File: src/rtl/snapshot_free_list_pkg.sv
// Shared defaults and types for the snapshot free-list allocator.
package snapshot_free_list_pkg;
  localparam int NSLOTS_DEF     = 8;
  localparam int NSNAPSHOTS_DEF = 2;
  localparam int IDXW_DEF       = $clog2(NSLOTS_DEF);
  localparam int SIDW_DEF       = (NSNAPSHOTS_DEF > 1) ? $clog2(NSNAPSHOTS_DEF) : 1;
  localparam int CNTW_DEF       = $clog2(NSLOTS_DEF + 1);

  typedef logic [IDXW_DEF-1:0]   slot_idx_t;
  typedef logic [SIDW_DEF-1:0]   snap_id_t;
  typedef logic [NSLOTS_DEF-1:0] free_mask_t;

  // A single snapshot entry still needs a one-bit id port.
  function automatic int snap_id_width(input int n);
    return (n > 1) ? $clog2(n) : 1;
  endfunction
endpackage

File: src/rtl/snapshot_free_list_lowest_one_encoder.sv
// Priority encoder: reports whether any bit is set and the lowest set position.
module lowest_one_encoder #(
  parameter int N  = 8,
  parameter int IW = $clog2(N)
) (
  input  logic [N-1:0]  bits,
  output logic          valid,
  output logic [IW-1:0] index
);
  always_comb begin
    valid = |bits;
    index = '0;
    // Scan downward so the lowest set bit is the last one written.
    for (int i = N - 1; i >= 0; i--) begin
      if (bits[i]) index = IW'(i);
    end
  end
endmodule

File: src/rtl/snapshot_free_list.sv
// Physical slot allocator with per-branch snapshots of the free set for one-cycle rollback.
module snapshot_free_list
  import snapshot_free_list_pkg::*;
#(
  parameter int NSLOTS     = NSLOTS_DEF,
  parameter int NSNAPSHOTS = NSNAPSHOTS_DEF,
  parameter int IDXW       = $clog2(NSLOTS),
  parameter int SIDW       = snap_id_width(NSNAPSHOTS),
  parameter int CNTW       = $clog2(NSLOTS + 1)
) (
  input  logic            clk,
  input  logic            reset,
  input  logic            alloc_call,
  output logic            alloc_rdy,
  output logic [IDXW-1:0] alloc_index,
  input  logic            free_call,
  input  logic [IDXW-1:0] free_index,
  input  logic            snap_call,
  input  logic [SIDW-1:0] snap_id,
  input  logic            restore_call,
  input  logic [SIDW-1:0] restore_id,
  output logic [CNTW-1:0] free_count
);
  logic [NSLOTS-1:0] free_mask;
  logic [NSLOTS-1:0] snap [NSNAPSHOTS];
  logic [NSLOTS-1:0] base;
  logic [NSLOTS-1:0] free_bits;

  lowest_one_encoder #(.N(NSLOTS), .IW(IDXW)) u_alloc_enc (
    .bits  (free_mask),
    .valid (alloc_rdy),
    .index (alloc_index)
  );

  always_comb begin
    free_count = '0;
    for (int i = 0; i < NSLOTS; i++) begin
      free_count = free_count + CNTW'(free_mask[i]);
    end
  end

  always_comb begin
    free_bits = '0;
    if (free_call) free_bits[free_index] = 1'b1;
  end

  // A restore squashes the same-cycle alloc; a free is committed and always lands.
  always_comb begin
    base = restore_call ? snap[restore_id] : free_mask;
    if (alloc_call && !restore_call && alloc_rdy) base[alloc_index] = 1'b0;
    base = base | free_bits;
  end

  always_ff @(posedge clk) begin
    if (reset) begin
      free_mask <= '1;
      for (int k = 0; k < NSNAPSHOTS; k++) snap[k] <= '1;
    end else begin
      free_mask <= base;
      // Committed frees propagate into every snapshot so a later rollback keeps them.
      for (int k = 0; k < NSNAPSHOTS; k++) begin
        if (snap_call && (snap_id == SIDW'(k))) snap[k] <= base;
        else                                    snap[k] <= snap[k] | free_bits;
      end
    end
  end
endmodule

File: config.mk
export PLATFORM = sky130hd
export DESIGN_NAME = snapshot_free_list
export DESIGN_NICKNAME = d
export VERILOG_FILES = /design/src/rtl/snapshot_free_list_pkg.sv /design/src/rtl/snapshot_free_list_lowest_one_encoder.sv /design/src/rtl/snapshot_free_list.sv
export SDC_FILE = /design/constraint.sdc
export NUM_CORES = 1
export LEC_CHECK = 0
export ABC_AREA = 0
export BUFFER_PORTS_ARGS = -buffer_cell sky130_fd_sc_hd__buf_2
export CORE_MARGIN = 2
export CORE_UTILIZATION = 52
export CTS_BUF_LIST = sky130_fd_sc_hd__clkbuf_16
export DETAILED_ROUTE_END_ITERATION = 10
export PLACE_DENSITY = 0.75
export SYNTH_ARGS = -nofsm -noshare
export SYNTH_HDL_FRONTEND = slang
export SYNTH_SLANG_ARGS = --single-unit
export TNS_END_PERCENT = 50
File: constraint.sdc
create_clock -name clk -period 2.79 [get_ports clk]
set_input_delay 0.279 -clock clk [delete_from_list [all_inputs] [get_ports clk]]
set_output_delay 0.279 -clock clk [all_outputs]
set_load 0.005 [all_outputs]
==> metrics.txt <==
largest net degree at the start of global routing 17; power share of the combinational group 0.240; CP max FO 2; Worst R2R Path Depth 5; ant diodes 0; Crit. Startpoint free_mask[0]; worst hold slack 402 ps; cell with the most instances after synthesis nand2_1; Final Util 0.659; Clock Pin Slew Worst Setup and Hold Paths 60 ps; DR WL/cell 14.8 um; Critical Path Source Type flop; RSZ-0062 raised after global routing yes; CTS Buffer Depth 2; Hold Fails Final Rpt 0; share of layout cells above drive strength 1 0.202; via/cell ratio 5.69; FMAX 307 MHz; Post-synth ARST share 0; Root Buffer clkbuf_16; R2R setup slack 1030 ps; post-synthesis register bit count 24; Placer Congestion 0.838; Synth area leader edfxtp_1; Post-synth EDFFs 16; period utilisation layout 1.17; NetSw 0.260 mW; CTS H-tree lvls 1; max-cap check violation count 0; Hold Buf Count CTS 0; Finish-stage setup viols 3; Reg power frac 0.428; vias in the first global route about 1,500; Mapped Area 1730 um2; # clock sinks 24; initial core utilization 0.556; Pre-antenna DRT Iters 4; power per standard cell area 467 nW/um2; vias ~1,500; initial antenna violation count 0; Die X-Extent 61.6 um; final worst setup slack -463 ps; first-pass GRT wire length 6710 um; top cells by count, synth nand2_1, a21oi_1, inv_1, edfxtp_1, o211ai_1; Worst-Skew Late Latency 260 ps; distinct cell type count of the synthesized netlist 38; Setup Skew 1.74 ps; number of buffers created by CTS 3; Core Box Area 3100 um2; post-synthesis sequential area ratio 0.371; fin crit period between 3000 and 4000 ps; WL final 4040 um; outcome finished, violations left; gate count after technology mapping 193; design area between 2000 and 2500 um2; std cell rows 20; Max VDD drop 238 uV; violated checks negative setup slack; antenna-violating nets left 0; Place WS -202 ps; PortBufs 18; Area Overhead vs Synth 18.5%; Worst Hold Depth 3; CP Capture Type primary output; Worst Min Path Start free_index[2]; Area contributors post-synth edfxtp_1, dfxtp_1, nand2_1; P_int 0.696 mW; top_reg_cell synth edfxtp_1; Synth top area share 0.278; Placed Instance Area 1930 um2; gr usage total 0.241; Mean Syn Cell Area around 8.9 um2; r2r startpoint free_mask[1]; Overflow after GRT 0; clock share of power 0.331; HPWL Detailed a little over 3000 um; CP required 2510 ps; max-slew violations 0; WHS Endpoint free_mask[6]; Lkg Pwr roughly 0.91 nW; worst slew pin tran approximately 820 ps; CTS tree built; Slew HR 0.454; IO Count 19; CP Class flop to primary output; Die Span Y approximately 62 um; DRC violations left 0; Hold WC Path Type input pin to flop; Net Sw Frac 0.272; count of warnings emitted by yosys 0; Final nets about 250; Sum Neg Setup Slack -1080 ps; Die ar. 3800 um2; Worst R2R End snap[0][7]; WP data arrival 2970 ps; initial DRC count 95
==> flip-flops by register name (all words and copies together), names as in the netlist <==
name and cells:
free_mask 8, snap 16
==> through the flow <==
| step | instances | total power, mW |
|---|---|---|
| after floorplan | 208 | 0.545 |
| after global routing | 272 | 1.01 |
| after global placement | 267 | 0.603 |
| after CTS | 272 | 0.959 |
| after detailed placement | 267 | 0.614 |
| final | 272 | 0.956 |
==> power groups by stage <==
stage	sequential, mW	combinational (mW)	clock, mW
floorplan	0.416	0.129	0
global placement	0.416	0.187	0
detailed placement	0.417	0.198	0
CTS	0.409	0.228	0.322
global route	0.411	0.255	0.341
finish	0.410	0.230	0.317
==> routing by layer <==
metal | track usage | vias up | share of wire
met3 | 0.0273 | 10 | 0.039
met4 | 0.112 | 0 | 0.019
met2 | 0.418 | 39 | 0.51
met5 | 0 | - | 0
li1 | - | 751 | -
met1 | 0.298 | 747 | 0.43
==> placed cells by master (no fill, tap or decap), types with 2 or more instances in the layout <==
master | Yosys | final
a22oi_1 | 2 | 2
ha_1 | 4 | 3
fa_1 | 4 | 3
and4_1 | 2 | 2
and3b_1 | 2 | 2
dfxtp_1 | 8 | 7
edfxtp_1 | 16 | 16
nor2b_1 | 7 | 7
mux2i_1 | 8 | 8
o211ai_1 | 12 | 12
buf_2 | 5 | 17
and3_1 | 2 | 2
nor2_1 | 11 | 11
inv_1 | 19 | 18
buf_4 | 0 | 7
and2_1 | 2 | 2
inv_2 | 0 | 2
mux2_2 | 2 | 2
nand2_1 | 27 | 27
o21ai_0 | 9 | 9
a31oi_1 | 4 | 4
conb_1 | 1 | 16
clkbuf_16 | 0 | 3
a31o_2 | 4 | 4
a21oi_1 | 19 | 18
a2111oi_0 | 4 | 4
or2_2 | 2 | 2
==> cell families after synthesis <==
kind of cell	share of synthesized area
other	0.00217
flip-flops	0.371
AO/OA/AOI/OAI	0.214
adder cells (fa/ha/maj)	0.0754
buffers and inverters	0.0645
XOR/XNOR	0.00507
multiplexers	0.0594
AND/OR/NAND/NOR	0.208
==> how the worst max path moves through the flow <==
stage | endpoint | slack [ps] | depth (start not counted)
5_1_grt | free_count[1] | -550 | 10
6_report | free_count[1] | -460 | 10
2_1_floorplan | free_count[2] | -60 | 9
3_3_place_gp | free_count[2] | -130 | 10
3_5_place_dp | free_count[2] | -200 | 10
4_1_cts | free_count[2] | -450 | 10
==> critical path, stage by stage, from the launching register on <==
cell	delay [ps]
dfxtp_2	330
fa_1	530
inv_1	50
fa_1	490
fa_1	420
inv_2	80
ha_4	130
inv_2	30
fa_2	510
inv_1	30
buf_2	110
==> final cells by class <==
cell class / instances / area (um2)
Clock buffer: 3 / 75.1
Fill cell: 286 / 1060
Multi-Input combinational cell: 156 / 1050
Timing Repair Buffer: 25 / 149
Sequential cell: 24 / 642
Inverter: 19 / 71.3
Tap cell: 44 / 55.1
Clock inverter: 1 / 3.75
==> what timing repair did <==
action	CTS	global route
resized for setup	6	1
endpoints found under the setup margin	4	4
buffers inserted	1	0
cloned	0	0
Power figures use the tool's default switching activity.
